$ cat src/rtl/ext2red_lane_buffer.sv
// Extend-to-reduce buffer: one FIFO per extend lane, drained in lock-step by reduce.
// Optional sticky overflow/underflow flags are built when EXT2RED_ERR_EN is defined.
module ext2red_lane_buffer #(
    parameter int unsigned FIFO_WIDTH   = 30,
    parameter int unsigned NUM_EXTEND   = 8,
    parameter int unsigned DEPTH        = 8,
    parameter int unsigned AFULL_THRESH = DEPTH - 2
) (
    input  logic                             clk,
    input  logic                             rst_n,
    input  logic [NUM_EXTEND-1:0]            lane_wen,
    input  logic [FIFO_WIDTH*NUM_EXTEND-1:0] lane_din,
    output logic [NUM_EXTEND-1:0]            lane_full,
    output logic [NUM_EXTEND-1:0]            lane_afull,
    output logic [FIFO_WIDTH*NUM_EXTEND-1:0] offset,
    output logic [NUM_EXTEND-1:0]            valid,
    output logic                             all_valid,
    input  logic                             read,
    input  logic                             flush
`ifdef EXT2RED_ERR_EN
    ,
    output logic                             err_overflow,
    output logic                             err_underflow
`endif
);

    localparam int unsigned PTR_W = $clog2(DEPTH);
    localparam int unsigned CNT_W = PTR_W + 1;
    localparam logic [CNT_W-1:0] FULL_CNT  = CNT_W'(DEPTH);
    localparam logic [CNT_W-1:0] AFULL_CNT = CNT_W'(AFULL_THRESH);

    logic [FIFO_WIDTH-1:0] mem    [NUM_EXTEND][DEPTH];
    logic [PTR_W-1:0]      wr_ptr [NUM_EXTEND];
    logic [PTR_W-1:0]      rd_ptr [NUM_EXTEND];
    logic [CNT_W-1:0]      count  [NUM_EXTEND];

    logic                  pop;
    logic [NUM_EXTEND-1:0] wr_ok;

    // Status flags come from count alone; only pop/wr_ok look at this cycle's inputs.
    always_comb begin
        lane_full  = '0;
        lane_afull = '0;
        valid      = '0;
        offset     = '0;
        for (int unsigned i = 0; i < NUM_EXTEND; i++) begin
            lane_full[i]  = (count[i] == FULL_CNT);
            lane_afull[i] = (count[i] >= AFULL_CNT);
            valid[i]      = (count[i] != '0);
            if (valid[i])
                offset[i*FIFO_WIDTH +: FIFO_WIDTH] = mem[i][rd_ptr[i]];
        end
        all_valid = &valid;
    end

    // A full lane still accepts a write when the same edge pops its head.
    always_comb begin
        pop   = read & all_valid;
        wr_ok = '0;
        for (int unsigned i = 0; i < NUM_EXTEND; i++)
            wr_ok[i] = lane_wen[i] & (~lane_full[i] | pop);
    end

    always_ff @(posedge clk or negedge rst_n) begin
        if (!rst_n) begin
            for (int unsigned i = 0; i < NUM_EXTEND; i++) begin
                wr_ptr[i] <= '0;
                rd_ptr[i] <= '0;
                count[i]  <= '0;
            end
        end else if (flush) begin
            for (int unsigned i = 0; i < NUM_EXTEND; i++) begin
                wr_ptr[i] <= '0;
                rd_ptr[i] <= '0;
                count[i]  <= '0;
            end
        end else begin
            for (int unsigned i = 0; i < NUM_EXTEND; i++) begin
                if (wr_ok[i])
                    wr_ptr[i] <= wr_ptr[i] + 1'b1;
                if (pop)
                    rd_ptr[i] <= rd_ptr[i] + 1'b1;
                if (wr_ok[i] && !pop)
                    count[i] <= count[i] + 1'b1;
                else if (!wr_ok[i] && pop)
                    count[i] <= count[i] - 1'b1;
            end
        end
    end

    // Storage is never cleared; emptiness alone gates what reaches offset.
    always_ff @(posedge clk) begin
        for (int unsigned i = 0; i < NUM_EXTEND; i++) begin
            if (!flush && wr_ok[i])
                mem[i][wr_ptr[i]] <= lane_din[i*FIFO_WIDTH +: FIFO_WIDTH];
        end
    end

`ifdef EXT2RED_ERR_EN
    always_ff @(posedge clk or negedge rst_n) begin
        if (!rst_n) begin
            err_overflow  <= 1'b0;
            err_underflow <= 1'b0;
        end else if (flush) begin
            err_overflow  <= 1'b0;
            err_underflow <= 1'b0;
        end else begin
            if (|(lane_wen & ~wr_ok))
                err_overflow <= 1'b1;
            if (read && !all_valid)
                err_underflow <= 1'b1;
        end
    end
`endif

endmodule

$ cat config.mk
export PLATFORM = sky130hd
export DESIGN_NAME = ext2red_lane_buffer
export DESIGN_NICKNAME = d
export VERILOG_FILES = /design/src/rtl/ext2red_lane_buffer.sv
export SDC_FILE = /design/constraint.sdc
export NUM_CORES = 2
export LEC_CHECK = 0
export CAP_MARGIN = 20
export CORE_MARGIN = 2
export CORE_UTILIZATION = 40
export DETAILED_ROUTE_END_ITERATION = 12
export SLEW_MARGIN = 20
export SYNTH_ARGS = -nofsm -noshare
export SYNTH_HDL_FRONTEND = slang
export SYNTH_SLANG_ARGS = --single-unit
$ cat constraint.sdc
create_clock -name clk -period 6 [get_ports clk]
set_clock_uncertainty 0.15 [all_clocks]
set_input_delay 0.6 -clock clk [delete_from_list [all_inputs] [get_ports clk]]
set_output_delay 0.6 -clock clk [all_outputs]
set_load 0.01 [all_outputs]
==> qor.yml <==
area.growth.synth_to_final_pct: 20.6
netlist_area_mm2: 0.0780
path_class: "reg2out"
drc: 0
seqPwrFrac_pct: 49.8
vias_per_cell: 5.29
p_int_mw: 24.4
gr-total-overflow: 0
dieArea_mm2: 0.199
ys_async_sr_fraction_pct: 4.00
worst_slew_pin_slew_ps: 1090
min_path_type: "in2reg"
pwr-share-comb_pct: 9.7
dp.cells: 6644
drtIter0Drc: 2478
cp.arrival_ps: 3770
pwr-share-clk_pct: 40.5
core-area_mm2: 0.194
maxSlewViolCount: 0
synth_edf_count: 1920
max_cap_violations: 0
yosys_warnings: 0
rsz0062_at_grt: "false"
fin_tns_setup_ps: 0
instances_no_fill: 7052
status: "finished, final reports clean"
die_y_um: 446
antenna_found_initial: 25
synth_seq_area_share_pct: 76.5
cts_resized: 0
drt_pre_antenna_iters: 5
clkSlewWorstSetupHoldPaths_ps: 60
start_util_pct: 40.1
placed_cell_area_mm2: 0.0870
critPathMaxFanout: 43
finalHoldViolCount: 0
grt_pass1_wl_mm: 259
num-fill-cells: 15900
die_x_um: 446
synth_cells: 3697
layout.nets: 4618
fin_area_mm2: 0.0941
period_needed_ps: 4520
io_buffers: 516
cts_made_buffers: 207
rows: 162
io_pins: 517
layout_commonest_cell: "edfxtp_1"
p_leak_nw: 29.1
vias: 37300
syn_avg_cell_area_um2: 21.1
syn_nets: 3989
p_sw_mw: 7.17
h-tree-depth: 4
swShare_pct: 22.7
grt_pass1_vias: 39100
root_buffer: "clkbuf_16"
cts_tree: "built"
cp-end-kind: "primary output"
clk_path_buf_depth: 3
power.density_mw_per_mm2: 336
hold_buffers: 2
fin_util_pct: 48.4
wl_mm: 176
cts.sinks: 2000
grt_max_degree: 50
final_antenna_net_count: 0
gp_congestion: 0.757
mostFrequentLayoutCells: "1920 x edfxtp_1, 513 x clkdlybuf4s50_1, 480 x mux4_2"
fmax_mhz: 221
start_kind: "flop"
finalSetupViolations: 0
wl_per_cell_um: 24.9
synth_seq_cells: 2000
ys.flop_type: "edfxtp_1"
cts_setup_buffers: 0
fin_crit_sh_pct: 75.4
clk_latency_ps: 840
required_ps: 5250
track_usage_pct: 17.6
ys_types: 52
max_slew_margin_pct: 27.5
post-dp-hpwl_mm: 105
final_layout_size_suffix_gt1_share_pct: 21.9
max-vdd-ir-drop_mv: 0.215
regToRegSetupSlack_ps: 1770
==> cell usage after synthesis (19+ instances only) <==
library cell	number	area (um2)
a21oi_1	36	180
edfxtp_1	1920	57700
mux4_2	480	10800
ha_1	32	400
nand2_1	68	255
mux2i_1	245	2450
nor2_1	329	1230
inv_1	50	188
clkbuf_1	164	616
nor3_1	19	95.1
buf_1	23	86.3
dfrtp_1	80	2000
==> sequential cells by signal, summed over array words and instances (netlist names) <==
signal	flops
wr_ptr	24
count	32
rd_ptr	24
mem	1920
==> metal layers <==
layer / wire, um / part of all wire [%] / up-vias / global-route usage (%)
li1: - / - / 16400 / -
met2: 88900 / 51 / 839 / 29.5
met4: 5610 / 3.2 / 26 / 6.60
met5: 176 / 0.10 / - / 0
met3: 7730 / 4.4 / 283 / 3.16
met1: 73300 / 42 / 19700 / 23.0
==> final timing paths <==
| kind | startpoint | endpoint | depth (start not counted) |
|---|---|---|---|
| max | rd_ptr[0] | offset[224] | 5 |
| max in group asynchronous | rst_n | rd_ptr[4] | 3 |
| max reg2reg | count[25] | count[15] | 12 |
| min reg2reg | rd_ptr[8] | rd_ptr[8] | 2 |
| min | read | rd_ptr[2] | 4 |
| min in group asynchronous | rst_n | wr_ptr[14] | 2 |
==> final cells by class <==
cell class,count,area (um2),share of cell area [%]
Timing Repair Buffer,620,6320,6.71
Clock buffer,265,5510,5.86
Antenna cell,8,20.0,0.0213
Tap cell,2542,3180,3.38
Multi-Input combinational cell,1446,17900,19.1
Sequential cell,2000,59700,63.4
Inverter,51,191,0.203
Clock inverter,120,1260,1.34
==> critical path, stage by stage, from the launching register on <==
cell	delay, ps
dfrtp_4	990
buf_4	510
mux4_2	550
mux2i_1	220
nor2_1	70
clkdlybuf4s50_1	500
==> logic make-up (layout without fill, tap and decap cells) <==
| family | Yosys count | in the layout | synth area share (%) |
|---|---|---|---|
| other cells | 0 | 8 | 0 |
| buf+inv | 251 | 1056 | 1.25 |
| flops | 2000 | 2000 | 76.5 |
| xor+xnor | 32 | 32 | 0.359 |
| compound gates | 123 | 123 | 1.04 |
| fa+ha+maj | 40 | 40 | 0.718 |
| mux | 740 | 740 | 17.2 |
| simple gates | 511 | 511 | 2.97 |
==> stage by stage <==
stage / hold slack, ps / power [mW] / setup slack (ps)
2_1_floorplan: 154 / 17.2 / 570
3_3_place_gp: 369 / 19.1 / 1780
3_5_place_dp: 382 / 19.2 / 1720
4_1_cts: 53.9 / 32.0 / 1250
5_1_grt: 119 / 32.7 / 1120
6_report: 145 / 31.6 / 1480
==> power by group through the flow <==
stage                     Sequential [mW]  Clock [mW]  Combinational, mW
after global routing                 15.8        13.6               3.28
after global placement               16.0           0               3.07
final                                15.8        12.8               3.05
after floorplan                      16.0           0               1.26
after CTS                            15.8        13.2               3.12
after detailed placement             16.1           0               3.10
No activity file was read; power rests on OpenSTA's default activity.
